===== src/rtl/mm_port_arbiter_pkg.sv =====
// rtl/mm_port_arbiter_pkg.sv - shared memory-interface widths, stage state and request/response bodies
// Contents:
//   NUM_REQ_DEF  default number of upstream requesters
//   PADDR_W      physical address width
//   BLOCK_W      data block width (one 16-byte line)
//   stage_state_e, mem_req_body_t, mem_res_body_t
package mm_port_arbiter_pkg;

   localparam int NUM_REQ_DEF = 4;
   localparam int PADDR_W     = 64;
   localparam int BLOCK_W     = 128;

   typedef enum logic {
      ST_EMPTY = 1'b0,
      ST_FULL  = 1'b1
   } stage_state_e;

   typedef struct packed {
      logic               is_write;
      logic [PADDR_W-1:0] paddr;
      logic [BLOCK_W-1:0] data;
   } mem_req_body_t;

   typedef struct packed {
      logic [PADDR_W-1:0] paddr;
      logic [BLOCK_W-1:0] data;
   } mem_res_body_t;

endpackage


===== src/rtl/mm_port_arbiter_if.sv =====
// rtl/mm_port_arbiter_if.sv - upstream, downstream and status signals of the memory port arbiter
// Groups:
//   req_*      per-requester request handshake and fields
//   res_*      shared registered read response, res_valid one-hot per requester
//   mem_req_*  downstream memory request, tag = {requester index, req_id}
//   mem_res_*  downstream read response
//   err_unexpected  sticky response-without-outstanding-read flag
// Modports: slave = arbiter view, master = environment view.
interface mm_port_arbiter_if
   import mm_port_arbiter_pkg::*;
#(
   parameter int NUM_REQ = NUM_REQ_DEF,
   parameter int ID_W    = 4
);
   localparam int TAG_W = $clog2(NUM_REQ) + ID_W;

   logic [NUM_REQ-1:0]              req_valid;
   logic [NUM_REQ-1:0]              req_ready;
   logic [NUM_REQ-1:0]              req_is_write;
   logic [NUM_REQ-1:0][PADDR_W-1:0] req_paddr;
   logic [NUM_REQ-1:0][ID_W-1:0]    req_id;
   logic [NUM_REQ-1:0][BLOCK_W-1:0] req_data;

   logic [NUM_REQ-1:0]              res_valid;
   logic [ID_W-1:0]                 res_id;
   logic [PADDR_W-1:0]              res_paddr;
   logic [BLOCK_W-1:0]              res_data;

   logic                            mem_req_valid;
   logic                            mem_req_ready;
   logic                            mem_req_is_write;
   logic [PADDR_W-1:0]              mem_req_paddr;
   logic [TAG_W-1:0]                mem_req_tag;
   logic [BLOCK_W-1:0]              mem_req_data;

   logic                            mem_res_valid;
   logic [TAG_W-1:0]                mem_res_tag;
   logic [PADDR_W-1:0]              mem_res_paddr;
   logic [BLOCK_W-1:0]              mem_res_data;

   logic                            err_unexpected;

   modport slave (
      input  req_valid, req_is_write, req_paddr, req_id, req_data,
      output req_ready,
      output res_valid, res_id, res_paddr, res_data,
      output mem_req_valid, mem_req_is_write, mem_req_paddr, mem_req_tag, mem_req_data,
      input  mem_req_ready,
      input  mem_res_valid, mem_res_tag, mem_res_paddr, mem_res_data,
      output err_unexpected
   );

   modport master (
      output req_valid, req_is_write, req_paddr, req_id, req_data,
      input  req_ready,
      input  res_valid, res_id, res_paddr, res_data,
      input  mem_req_valid, mem_req_is_write, mem_req_paddr, mem_req_tag, mem_req_data,
      output mem_req_ready,
      output mem_res_valid, mem_res_tag, mem_res_paddr, mem_res_data,
      input  err_unexpected
   );

endinterface


===== src/rtl/mm_port_arbiter_rr_select.sv =====
// rtl/mm_port_arbiter_rr_select.sv - round-robin pick of one eligible requester starting at a pointer
// Ports:
//   i_eligible  per-requester eligibility
//   i_ptr       highest-priority index for this cycle
//   o_grant     one-hot winner (zero when nothing eligible)
//   o_found     a winner exists
module mm_port_arbiter_rr_select #(
   parameter int N     = 4,
   parameter int PTR_W = 2
)(
   input  logic [N-1:0]     i_eligible,
   input  logic [PTR_W-1:0] i_ptr,
   output logic [N-1:0]     o_grant,
   output logic             o_found
);

   // Priority order is ptr, ptr+1, ... wrapping; inner loop keeps every
   // bit-select constant so no variable indexing is needed.
   always_comb begin
      o_grant = '0;
      o_found = 1'b0;
      for (int k = 0; k < N; k++) begin
         for (int j = 0; j < N; j++) begin
            if (!o_found && (j == ((int'(i_ptr) + k) % N)) && i_eligible[j]) begin
               o_grant[j] = 1'b1;
               o_found    = 1'b1;
            end
         end
      end
   end

endmodule


===== src/rtl/mm_port_arbiter.sv =====
// rtl/mm_port_arbiter.sv - round-robin arbiter of upstream requesters onto one memory port
// Ports:
//   clock  rising-edge clock
//   reset  asynchronous active-high reset
//   bus    mm_port_arbiter_if.slave: req_* in, res_* out, mem_req_* out, mem_res_* in, err_unexpected out
// A single-entry output stage (EMPTY/FULL) holds the granted request; reads are
// limited to MAX_OUTST in flight per requester; read responses are routed back
// by the requester index carried in the upper tag bits.
module mm_port_arbiter
   import mm_port_arbiter_pkg::*;
#(
   parameter int NUM_REQ   = NUM_REQ_DEF,
   parameter int ID_W      = 4,
   parameter int MAX_OUTST = 4
)(
   input  logic             clock,
   input  logic             reset,
   mm_port_arbiter_if.slave bus
);

   localparam int IDX_W = $clog2(NUM_REQ);
   localparam int TAG_W = IDX_W + ID_W;
   localparam int CNT_W = $clog2(MAX_OUTST + 1);

   stage_state_e       r_state;
   stage_state_e       w_state_nxt;
   logic [IDX_W-1:0]   r_rr_ptr;
   mem_req_body_t      r_stage;
   logic [TAG_W-1:0]   r_stage_tag;
   logic [CNT_W-1:0]   r_rd_cnt [NUM_REQ];

   logic [NUM_REQ-1:0] r_res_valid;
   logic [ID_W-1:0]    r_res_id;
   mem_res_body_t      r_res;
   logic               r_err;

   logic [NUM_REQ-1:0] w_eligible;
   logic [NUM_REQ-1:0] w_sel;
   logic [NUM_REQ-1:0] w_grant;
   logic [NUM_REQ-1:0] w_inc;
   logic [NUM_REQ-1:0] w_dec;
   logic [NUM_REQ-1:0] w_res_hit;
   logic               w_found;
   logic               w_can_grant;
   logic               w_do_grant;
   logic               w_drain;
   logic               w_unexpected;
   logic [IDX_W-1:0]   w_win_idx;
   logic [IDX_W-1:0]   w_res_idx;

   assign w_res_idx = bus.mem_res_tag[TAG_W-1:ID_W];

   // Writes never occupy a read slot, so only reads are throttled.
   always_comb begin
      w_eligible = '0;
      for (int i = 0; i < NUM_REQ; i++) begin
         w_eligible[i] = bus.req_valid[i] &&
                         (bus.req_is_write[i] || (r_rd_cnt[i] < CNT_W'(MAX_OUTST)));
      end
   end

   mm_port_arbiter_rr_select #(
      .N     (NUM_REQ),
      .PTR_W (IDX_W)
   ) u_rr_select (
      .i_eligible (w_eligible),
      .i_ptr      (r_rr_ptr),
      .o_grant    (w_sel),
      .o_found    (w_found)
   );

   // A full stage can take a new request only in the cycle it drains.
   assign w_can_grant = (r_state == ST_EMPTY) || bus.mem_req_ready;
   assign w_drain     = (r_state == ST_FULL) && bus.mem_req_ready;
   assign w_do_grant  = w_can_grant && w_found;
   assign w_grant     = w_can_grant ? w_sel : '0;

   always_comb begin
      w_win_idx = '0;
      for (int i = 0; i < NUM_REQ; i++) begin
         if (w_sel[i]) begin
            w_win_idx = IDX_W'(i);
         end
      end
   end

   always_comb begin
      w_state_nxt = r_state;
      case (r_state)
         ST_EMPTY: if (w_do_grant)              w_state_nxt = ST_FULL;
         ST_FULL:  if (w_drain && !w_do_grant)  w_state_nxt = ST_EMPTY;
         default:                               w_state_nxt = ST_EMPTY;
      endcase
   end

   always_ff @(posedge clock or posedge reset) begin
      if (reset) begin
         r_state     <= ST_EMPTY;
         r_rr_ptr    <= '0;
         r_stage     <= '0;
         r_stage_tag <= '0;
      end else begin
         r_state <= w_state_nxt;
         if (w_do_grant) begin
            r_stage.is_write <= bus.req_is_write[w_win_idx];
            r_stage.paddr    <= bus.req_paddr[w_win_idx];
            r_stage.data     <= bus.req_data[w_win_idx];
            r_stage_tag      <= {w_win_idx, bus.req_id[w_win_idx]};
            r_rr_ptr         <= (w_win_idx == IDX_W'(NUM_REQ - 1)) ? '0 : w_win_idx + 1'b1;
         end
      end
   end

   // A response to an idle counter is flagged rather than decremented, so the
   // counter can never wrap below zero.
   always_comb begin
      w_res_hit = '0;
      w_inc     = '0;
      w_dec     = '0;
      for (int i = 0; i < NUM_REQ; i++) begin
         w_res_hit[i] = bus.mem_res_valid && (w_res_idx == IDX_W'(i));
         w_inc[i]     = w_grant[i] && !bus.req_is_write[i];
         w_dec[i]     = w_res_hit[i] && (r_rd_cnt[i] != '0);
      end
   end

   assign w_unexpected = |(w_res_hit & ~w_dec);

   always_ff @(posedge clock or posedge reset) begin
      if (reset) begin
         for (int i = 0; i < NUM_REQ; i++) begin
            r_rd_cnt[i] <= '0;
         end
      end else begin
         for (int i = 0; i < NUM_REQ; i++) begin
            if (w_inc[i] && !w_dec[i]) begin
               r_rd_cnt[i] <= r_rd_cnt[i] + 1'b1;
            end else if (!w_inc[i] && w_dec[i]) begin
               r_rd_cnt[i] <= r_rd_cnt[i] - 1'b1;
            end
         end
      end
   end

   always_ff @(posedge clock or posedge reset) begin
      if (reset) begin
         r_res_valid <= '0;
         r_res_id    <= '0;
         r_res       <= '0;
         r_err       <= 1'b0;
      end else begin
         r_res_valid <= w_res_hit;
         r_err       <= r_err | w_unexpected;
         if (bus.mem_res_valid) begin
            r_res_id    <= bus.mem_res_tag[ID_W-1:0];
            r_res.paddr <= bus.mem_res_paddr;
            r_res.data  <= bus.mem_res_data;
         end
      end
   end

   assign bus.req_ready        = w_grant;
   assign bus.mem_req_valid    = (r_state == ST_FULL);
   assign bus.mem_req_is_write = r_stage.is_write;
   assign bus.mem_req_paddr    = r_stage.paddr;
   assign bus.mem_req_data     = r_stage.data;
   assign bus.mem_req_tag      = r_stage_tag;
   assign bus.res_valid        = r_res_valid;
   assign bus.res_id           = r_res_id;
   assign bus.res_paddr        = r_res.paddr;
   assign bus.res_data         = r_res.data;
   assign bus.err_unexpected   = r_err;

endmodule


===== src/flat_wrapper.sv =====
// flat-port wrapper written by rule: the top's interface ports become plain ports
module mm_port_arbiter_flat import mm_port_arbiter_pkg::*;
#(
   parameter int NUM_REQ   = NUM_REQ_DEF,
   parameter int ID_W      = 4,
   parameter int MAX_OUTST = 4
)
  (clock, reset, bus_req_valid, bus_req_is_write, bus_req_paddr, bus_req_id, bus_req_data, bus_req_ready, bus_res_valid, bus_res_id, bus_res_paddr, bus_res_data, bus_mem_req_valid, bus_mem_req_is_write, bus_mem_req_paddr, bus_mem_req_tag, bus_mem_req_data, bus_mem_req_ready, bus_mem_res_valid, bus_mem_res_tag, bus_mem_res_paddr, bus_mem_res_data, bus_err_unexpected);
  mm_port_arbiter_if #(.NUM_REQ(NUM_REQ), .ID_W(ID_W)) bus_i ();
  input  logic clock;
  input  logic reset;
  input wire logic [$bits(bus_i.req_valid)-1:0] bus_req_valid;
  input wire logic [$bits(bus_i.req_is_write)-1:0] bus_req_is_write;
  input wire logic [$bits(bus_i.req_paddr)-1:0] bus_req_paddr;
  input wire logic [$bits(bus_i.req_id)-1:0] bus_req_id;
  input wire logic [$bits(bus_i.req_data)-1:0] bus_req_data;
  output wire logic [$bits(bus_i.req_ready)-1:0] bus_req_ready;
  output wire logic [$bits(bus_i.res_valid)-1:0] bus_res_valid;
  output wire logic [$bits(bus_i.res_id)-1:0] bus_res_id;
  output wire logic [$bits(bus_i.res_paddr)-1:0] bus_res_paddr;
  output wire logic [$bits(bus_i.res_data)-1:0] bus_res_data;
  output wire logic [$bits(bus_i.mem_req_valid)-1:0] bus_mem_req_valid;
  output wire logic [$bits(bus_i.mem_req_is_write)-1:0] bus_mem_req_is_write;
  output wire logic [$bits(bus_i.mem_req_paddr)-1:0] bus_mem_req_paddr;
  output wire logic [$bits(bus_i.mem_req_tag)-1:0] bus_mem_req_tag;
  output wire logic [$bits(bus_i.mem_req_data)-1:0] bus_mem_req_data;
  input wire logic [$bits(bus_i.mem_req_ready)-1:0] bus_mem_req_ready;
  input wire logic [$bits(bus_i.mem_res_valid)-1:0] bus_mem_res_valid;
  input wire logic [$bits(bus_i.mem_res_tag)-1:0] bus_mem_res_tag;
  input wire logic [$bits(bus_i.mem_res_paddr)-1:0] bus_mem_res_paddr;
  input wire logic [$bits(bus_i.mem_res_data)-1:0] bus_mem_res_data;
  output wire logic [$bits(bus_i.err_unexpected)-1:0] bus_err_unexpected;
  assign bus_i.req_valid = bus_req_valid;
  assign bus_i.req_is_write = bus_req_is_write;
  assign bus_i.req_paddr = bus_req_paddr;
  assign bus_i.req_id = bus_req_id;
  assign bus_i.req_data = bus_req_data;
  assign bus_req_ready = bus_i.req_ready;
  assign bus_res_valid = bus_i.res_valid;
  assign bus_res_id = bus_i.res_id;
  assign bus_res_paddr = bus_i.res_paddr;
  assign bus_res_data = bus_i.res_data;
  assign bus_mem_req_valid = bus_i.mem_req_valid;
  assign bus_mem_req_is_write = bus_i.mem_req_is_write;
  assign bus_mem_req_paddr = bus_i.mem_req_paddr;
  assign bus_mem_req_tag = bus_i.mem_req_tag;
  assign bus_mem_req_data = bus_i.mem_req_data;
  assign bus_i.mem_req_ready = bus_mem_req_ready;
  assign bus_i.mem_res_valid = bus_mem_res_valid;
  assign bus_i.mem_res_tag = bus_mem_res_tag;
  assign bus_i.mem_res_paddr = bus_mem_res_paddr;
  assign bus_i.mem_res_data = bus_mem_res_data;
  assign bus_err_unexpected = bus_i.err_unexpected;
  mm_port_arbiter #(.NUM_REQ(NUM_REQ), .ID_W(ID_W), .MAX_OUTST(MAX_OUTST)) u_core (.clock(clock), .reset(reset), .bus(bus_i));
endmodule

===== config.mk =====
export PLATFORM = sky130hd
export DESIGN_NAME = mm_port_arbiter_flat
export DESIGN_NICKNAME = d
export VERILOG_FILES = /design/src/rtl/mm_port_arbiter_pkg.sv /design/src/rtl/mm_port_arbiter_if.sv /design/src/rtl/mm_port_arbiter_rr_select.sv /design/src/rtl/mm_port_arbiter.sv /design/src/flat_wrapper.sv
export SDC_FILE = /design/constraint.sdc
export NUM_CORES = 1
export LEC_CHECK = 0
export CORE_AREA = 2 2 541 543
export CTS_CLUSTER_DIAMETER = 80
export DETAILED_ROUTE_END_ITERATION = 10
export DIE_AREA = 0 0 543 545
export MAX_ROUTING_LAYER = met4
export SETUP_SLACK_MARGIN = 0.2
export SYNTH_ARGS = -nofsm -noshare
export SYNTH_HDL_FRONTEND = slang
export SYNTH_SLANG_ARGS = --single-unit

===== constraint.sdc =====
create_clock -name clock -period 21.1 [get_ports clock]
set_input_delay 5.275 -clock clock [delete_from_list [all_inputs] [get_ports clock]]
set_output_delay 5.275 -clock clock [all_outputs]
set_load 0.02 [all_outputs]

## After elaboration in Yosys (flattened, before gate mapping)

Index checks and enable logic that the tools add are counted.

- $add $sub $neg: 12
- Multipliers: 0
- Divide/modulo/power cells: 0
- Magnitude comparators: 5
- Equality and inequality tests: 16
- Shift-type cells: 0
- Multiplexer cells: 55
- Bitwise operators: 7
- Reduce and logical (&&, ||, !) cells: 108

Operator list:

| kind | number |
|---|---|
| binary-select mux 128 bit (select 2 bit) | 1 |
| binary-select mux 64 bit (select 2 bit) | 1 |
| logical NOT 32 bit | 4 |
| 2-to-1 mux 128 bit | 1 |
| 2-to-1 mux 64 bit | 1 |
| logical AND 1 bit | 58 |
| 2-to-1 mux 1 bit | 35 |
| logical NOT 1 bit | 28 |
| 2-to-1 mux 3 bit | 8 |
| == test 3 bit (first input constant) | 6 |
| adder 3 x 1 -> 3 bit (second input constant) | 4 |
| less-than comparator 3 bit (second input constant) | 4 |
| nonzero test 3 bit | 4 |
| subtractor 3 x 1 -> 3 bit (second input constant) | 4 |
| == test 2 x 3 -> 1 bit (first input constant) | 3 |
| binary-select mux 4 bit (select 2 bit) | 1 |
| 2-to-1 mux 4 bit | 2 |
| nonzero test 2 bit | 4 |
| == test 2 bit (second input constant) | 3 |
| 2-to-1 mux 2 bit | 3 |
| OR reduction 2 bit | 3 |
| logical OR 1 bit | 5 |
| adder 2 x 1 -> 2 bit (second input constant) | 2 |
| adder 2 bit (second input constant) | 2 |
| other kinds (13) | 16 |

- Flip-flop bits (word level): 415
- Bits in latches: 0
- Memory bits (writable): 0
- ROM bits: 0
- Output and inout port bits: 405
- Logic and storage cells: 218
- Memories kept: 0

## Logic depth before layout (Yosys ltp)

- Depth after elaboration: 71
- Mapped depth: 14
- Gate-level depth less buffers: 12

## Cells and area by module

From an unflattened synthesis, not the netlist that was laid out.

- Cells, all modules: 1,845
- Area, all modules: 22,251.3 um2

Modules (own cells, without submodules):

| module | times used | cells an instance | area each (um2) |
|---|---|---|---|
| mm_port_arbiter | 1 | 1,828 | 22,150.0 |
| mm_port_arbiter_rr_select | 1 | 17 | 101.3 |

## Least setup slack after synthesis

Ideal clock, no wire load.

- Kind: input port to output port
- From: input bus_req_is_write[0]
- To: output bus_req_ready[3]
- Data arrival time: 6.805 ns
- Required time: 15.825 ns
- Setup slack: 9.020 ns
- Cell stages on the path: 8
- Path buffers: 3
- Path through: nand2b_1 nand3b_1 a21oi_1 or3_1 buf_4 clkbuf_1 buf_2 nor2_1

- Cells in the longest elaborated chain, start to end: 65
- Elaborated cells between the ends (all ways): 68

Ends and longest elaborated chain:

| item | RTL line | text |
|---|---|---|
| start: declaration | flat_wrapper.sv:13 | `input wire logic [$bits(bus_i.req_is_write)-1:0] bus_req_is_write;` |
| logical OR 1 bit (*) | mm_port_arbiter.sv:58 | `(bus.req_is_write[i] \|\| (r_rd_cnt[i] < CNT_W'(MAX_OUTST)));` |
| logical AND 1 bit (*) | mm_port_arbiter.sv:57 | `w_eligible[i] = bus.req_valid[i] &&` |
| logical AND 1 bit | mm_port_arbiter_rr_select.sv:24 | `if (!o_found && (j == ((int'(i_ptr) + k) % N)) && i_eligible[j]) begin` |
| 2-to-1 mux 1 bit | mm_port_arbiter_rr_select.sv:24 |  |
| logical NOT 1 bit | mm_port_arbiter_rr_select.sv:24 |  |
| logical AND 1 bit (2 in series) | mm_port_arbiter_rr_select.sv:24 |  |
| 2-to-1 mux 1 bit | mm_port_arbiter_rr_select.sv:24 |  |
| logical NOT 1 bit | mm_port_arbiter_rr_select.sv:24 |  |
| (+46 left out) | -- |  |
| 2-to-1 mux 1 bit | mm_port_arbiter_rr_select.sv:24 |  |
| logical NOT 1 bit | mm_port_arbiter_rr_select.sv:24 |  |
| logical AND 1 bit (2 in series) | mm_port_arbiter_rr_select.sv:24 |  |
| 2-to-1 mux 1 bit | mm_port_arbiter_rr_select.sv:24 |  |
| logical NOT 1 bit | mm_port_arbiter_rr_select.sv:24 |  |
| logical AND 1 bit (2 in series) | mm_port_arbiter_rr_select.sv:24 |  |
| 2-to-1 mux 1 bit (*) | mm_port_arbiter_rr_select.sv:24 |  |
| 2-to-1 mux 4 bit (*) | mm_port_arbiter.sv:76 | `assign w_grant = w_can_grant ? w_sel : '0;` |
| end: declaration | flat_wrapper.sv:17 | `output wire logic [$bits(bus_i.req_ready)-1:0] bus_req_ready;` |

Every way passes the cells marked *; elsewhere a longest branch is shown, timed or not.

## Worst setup path after layout

- From: input bus_req_is_write[0]
- To: output bus_req_ready[1]

- Cells in the longest elaborated chain, start to end: 57
- Elaborated cells between the ends (all ways): 60

Ends and longest elaborated chain:

| item | RTL line |
|---|---|
| logical OR 1 bit (*) | mm_port_arbiter.sv:58 |
| logical AND 1 bit (*) | mm_port_arbiter.sv:57 |
| logical AND 1 bit | mm_port_arbiter_rr_select.sv:24 |
| 2-to-1 mux 1 bit | mm_port_arbiter_rr_select.sv:24 |
| logical NOT 1 bit | mm_port_arbiter_rr_select.sv:24 |
| logical AND 1 bit (2 in series) | mm_port_arbiter_rr_select.sv:24 |
| 2-to-1 mux 1 bit | mm_port_arbiter_rr_select.sv:24 |
| logical NOT 1 bit | mm_port_arbiter_rr_select.sv:24 |
| (+38 left out) | -- |
| 2-to-1 mux 1 bit | mm_port_arbiter_rr_select.sv:24 |
| logical NOT 1 bit | mm_port_arbiter_rr_select.sv:24 |
| logical AND 1 bit (2 in series) | mm_port_arbiter_rr_select.sv:24 |
| 2-to-1 mux 1 bit | mm_port_arbiter_rr_select.sv:24 |
| logical NOT 1 bit | mm_port_arbiter_rr_select.sv:24 |
| logical AND 1 bit (2 in series) | mm_port_arbiter_rr_select.sv:24 |
| 2-to-1 mux 1 bit (*) | mm_port_arbiter_rr_select.sv:24 |
| 2-to-1 mux 4 bit (*) | mm_port_arbiter.sv:76 |

Marks and branches as above.

==> reports/qor.csv <==
stage;metric;value;unit
routing;vias_per_cell;3.20;
clocking;cts_tree;built;
placed_design;port_buffers;1398;
worst_setup_path;cp.required;15.83;ns
clocking;cts_sinks;415;
global_routing;antenna_found_initial;201;
finish;regArea;10400;um2
routing;first_pass_iters;4;
flow_run;maxCapViolCount;0;
global_routing;grt_pass1_vias;22600;
placed_design;gpl.final_weighted_congestion;0.964;
worst_setup_path;reg2reg_slack;16.52;ns
synth;ys_ff_latch;415;
floorplanning;core-area;290000;um2
sta;slew_viol_final;0;
finish;drive_above_1_share;0.156;
sta;setup_viol;0;
clocking;clock-root-buffer;clkbuf_16;
pwr;peakVddDrop;59.7;uV
sta;fin_skew;0.0798;ns
clocking;cts_buffers;73;
sta;max_slew_margin;0.0503;
clocking;h-tree-depth;3;
pwr;p_per_area;122;nW/um2
finish;fillers;32500;
synth;ys_warn_count;0;
finish;multi_input_area;8750;um2
routing;vias;22600;
run_status;status;finished, final reports clean;
sta;worst_slew_pin_slew;1.42;ns
clocking;clockBufferDepth;4;
synth;yosysUniqueCellTypes;41;
sta;timing.final.crit_share;0.637;
worst_setup_path;crit_fanout;40;
placed_design;hpwl;202;mm
clocking;ctsHoldBuffers;0;
floorplanning;initial_utilization;0.0686;
routing;drc;0;
sta;max_freq;74.4;MHz
synth;synth.avg_cell_area;11.8;um2
synth;synth_enable_flop_cells;0;
synth;async_flop_share;1.00;
synth;synth_cells;1691;
clocking;postCtsSetupRepairBufs;0;
routing;totalWireLength;234;mm
finish;fin_area;41000;um2
synth;synth.cell_area;19900;um2
sta;setup_ws;7.67;ns
worst_hold_path;min_path_type;reg2reg;
finish;instances_no_fill;7073;
global_routing;grt_first_pass_wirelength;280;mm
floorplanning;num_rows;198;
placed_design;place_ws;7.66;ns
sta;finalSetupTns;0;ns
sta;post-route-min-period;13.43;ns
worst_setup_path;cp-start-kind;input port;
finish;syn2layout_area_growth;106;%
floorplanning;ios;1399;
floorplanning;dieArea;296000;um2
synth;syn-num-nets;2693;
placed_design;dpl.cell_count;6855;
global_routing;track_usage;0.155;
routing;wire_per_inst;33.1;um
sta;hold_violations;0;
synth;synthFlopType;dfrtp_1;
clocking;clk-insertion-delay-late;0.79;ns
clocking;clk_pin_slew_worst_paths;0.05;ns
pwr;p_leak;0.0144;uW
worst_setup_path;critPathArrivalTime;8.16;ns
sta;hold_ws;0.488;ns
worst_setup_path;path_class;in2out;
floorplanning;die_x;543;um
sta;grt_setup_unrepaired;no;
worst_setup_path;end_kind;output pin;
placed_design;postPlaceCellArea;38400;um2
routing;final_antenna_net_count;0;
global_routing;overflow;0;
finish;final_nets;4032;
floorplanning;die_h;545;um
synth;ys_seq_area_frac;0.522;
clocking;cts-resized-gates;0;
global_routing;grt_start_max_net_pins;97;
routing;drt_first_iter_violations;1605;
[sequential cells by signal, indices dropped and copies added, names as in the netlist, 2 cells and up]
| register | cells |
|---|---|
| u_core.bus.res_paddr | 64 |
| u_core.r_rr_ptr | 2 |
| u_core.bus.mem_req_tag | 6 |
| u_core.r_rd_cnt | 12 |
| u_core.bus.res_id | 4 |
| u_core.bus.res_data | 128 |
| u_core.bus.res_valid | 4 |
| u_core.bus.mem_req_data | 128 |
| u_core.bus.mem_req_paddr | 64 |
[per-stage QoR]
stage	utilization	total power, uW
floorplan	-	2240
global placement	0.132	3790
detailed placement	0.132	3810
CTS	0.141	5110
global route	0.141	5230
finish	0.141	5010
[cell families after synthesis]
kind of cell,synth area share
AOI/OAI and AO/OA,0.259
xor gates and xnor gates,0.00528
adders and majority gates,0.00654
buffers and inverters,0.0424
DFF,0.522
muxes,0.113
and+or+nand+nor,0.0516
[placed cells by master, fill, tap and decap left out, types with 73 or more instances in the layout]
cell type and instances:
nand2_1 214, o22ai_1 193, o211ai_1 88, o211ai_2 109
diode_2 96, clkdlybuf4s50_1 1395, dfrtp_1 415, clkbuf_16 73
mux2_2 200, o221ai_1 197
[cell usage after synthesis (3+ instances only)]
| master | n | area [um2] |
|---|---|---|
| dfrtp_1 | 415 | 10400 |
| ha_1 | 4 | 50.1 |
| o221ai_1 | 197 | 1730 |
| buf_2 | 26 | 130 |
| nand2b_1 | 5 | 31.3 |
| o21ai_0 | 4 | 20.0 |
| o211ai_2 | 109 | 1360 |
| nor2b_1 | 7 | 43.8 |
| xor2_1 | 8 | 70.1 |
| clkbuf_1 | 124 | 465 |
| mux2_2 | 200 | 2250 |
| fa_1 | 4 | 80.1 |
| or3_1 | 5 | 31.3 |
| a22oi_1 | 3 | 22.5 |
| inv_1 | 7 | 26.3 |
| xnor2_1 | 4 | 35.0 |
| buf_1 | 11 | 41.3 |
| o211ai_1 | 88 | 661 |
| buf_6 | 14 | 158 |
| a21oi_1 | 7 | 35.0 |
| nand2_1 | 215 | 807 |
| nor2_1 | 10 | 37.5 |
| o22ai_1 | 197 | 1230 |
| buf_4 | 3 | 22.5 |
| nor3_1 | 3 | 15.0 |
[critical path, cell delays in order]
cell and delay, ns:
clkdlybuf4s50_1 0.48, nand2b_1 0.26, nand2_1 0.17, nand2_1 0.17, a211oi_4 0.26, buf_4 0.59
nor2b_1 0.28, clkdlybuf4s50_1 0.65
[final cells by class]
cell class                      count  share of cell area
Antenna cell                       96             0.00586
Clock buffer                       96              0.0496
Clock inverter                     26             0.00866
Inverter                            7            0.000824
Multi-Input combinational cell   1091               0.213
Sequential cell                   415               0.253
Tap cell                         3900               0.119
Timing Repair Buffer             1442               0.350
[metal layers]
layer,GRT usage,vias up,wire length (um)
met5,-,-,0
met4,0.0584,0,10300
met3,0.0542,337,23700
met2,0.228,1565,99100
met1,0.195,11300,101000
li1,-,9477,-
[path summary, 6_finish.rpt]
| kind | start | cells after the start | to |
|---|---|---|---|
| setup / recovery | bus_req_is_write[0] | 8 | bus_req_ready[1] |
| hold / removal | u_core.bus.mem_req_paddr[44]$_DFFE_PP0P_ | 2 | u_core.bus.mem_req_paddr[44]$_DFFE_PP0P_ |
| setup reg to reg | u_core.bus.mem_req_valid$_DFF_PP0_ | 8 | u_core.bus.mem_req_data[73]$_DFFE_PP0P_ |
| hold reg to reg | u_core.bus.mem_req_paddr[44]$_DFFE_PP0P_ | 2 | u_core.bus.mem_req_paddr[44]$_DFFE_PP0P_ |
| max in group asynchronous | reset | 4 | u_core.bus.mem_req_data[67]$_DFFE_PP0P_ |
| min in group asynchronous | reset | 2 | u_core.bus.res_data[6]$_DFFE_PP0P_ |
[power by group]
part	total, uW	switching, uW	internal (uW)	leakage (uW)
clock network	1240	493	752	0.00118
registers	1240	193	1040	0.00494
logic	2530	1630	894	0.00833
total	5010	2320	2690	0.0144
(Power assumes the default switching activity.)
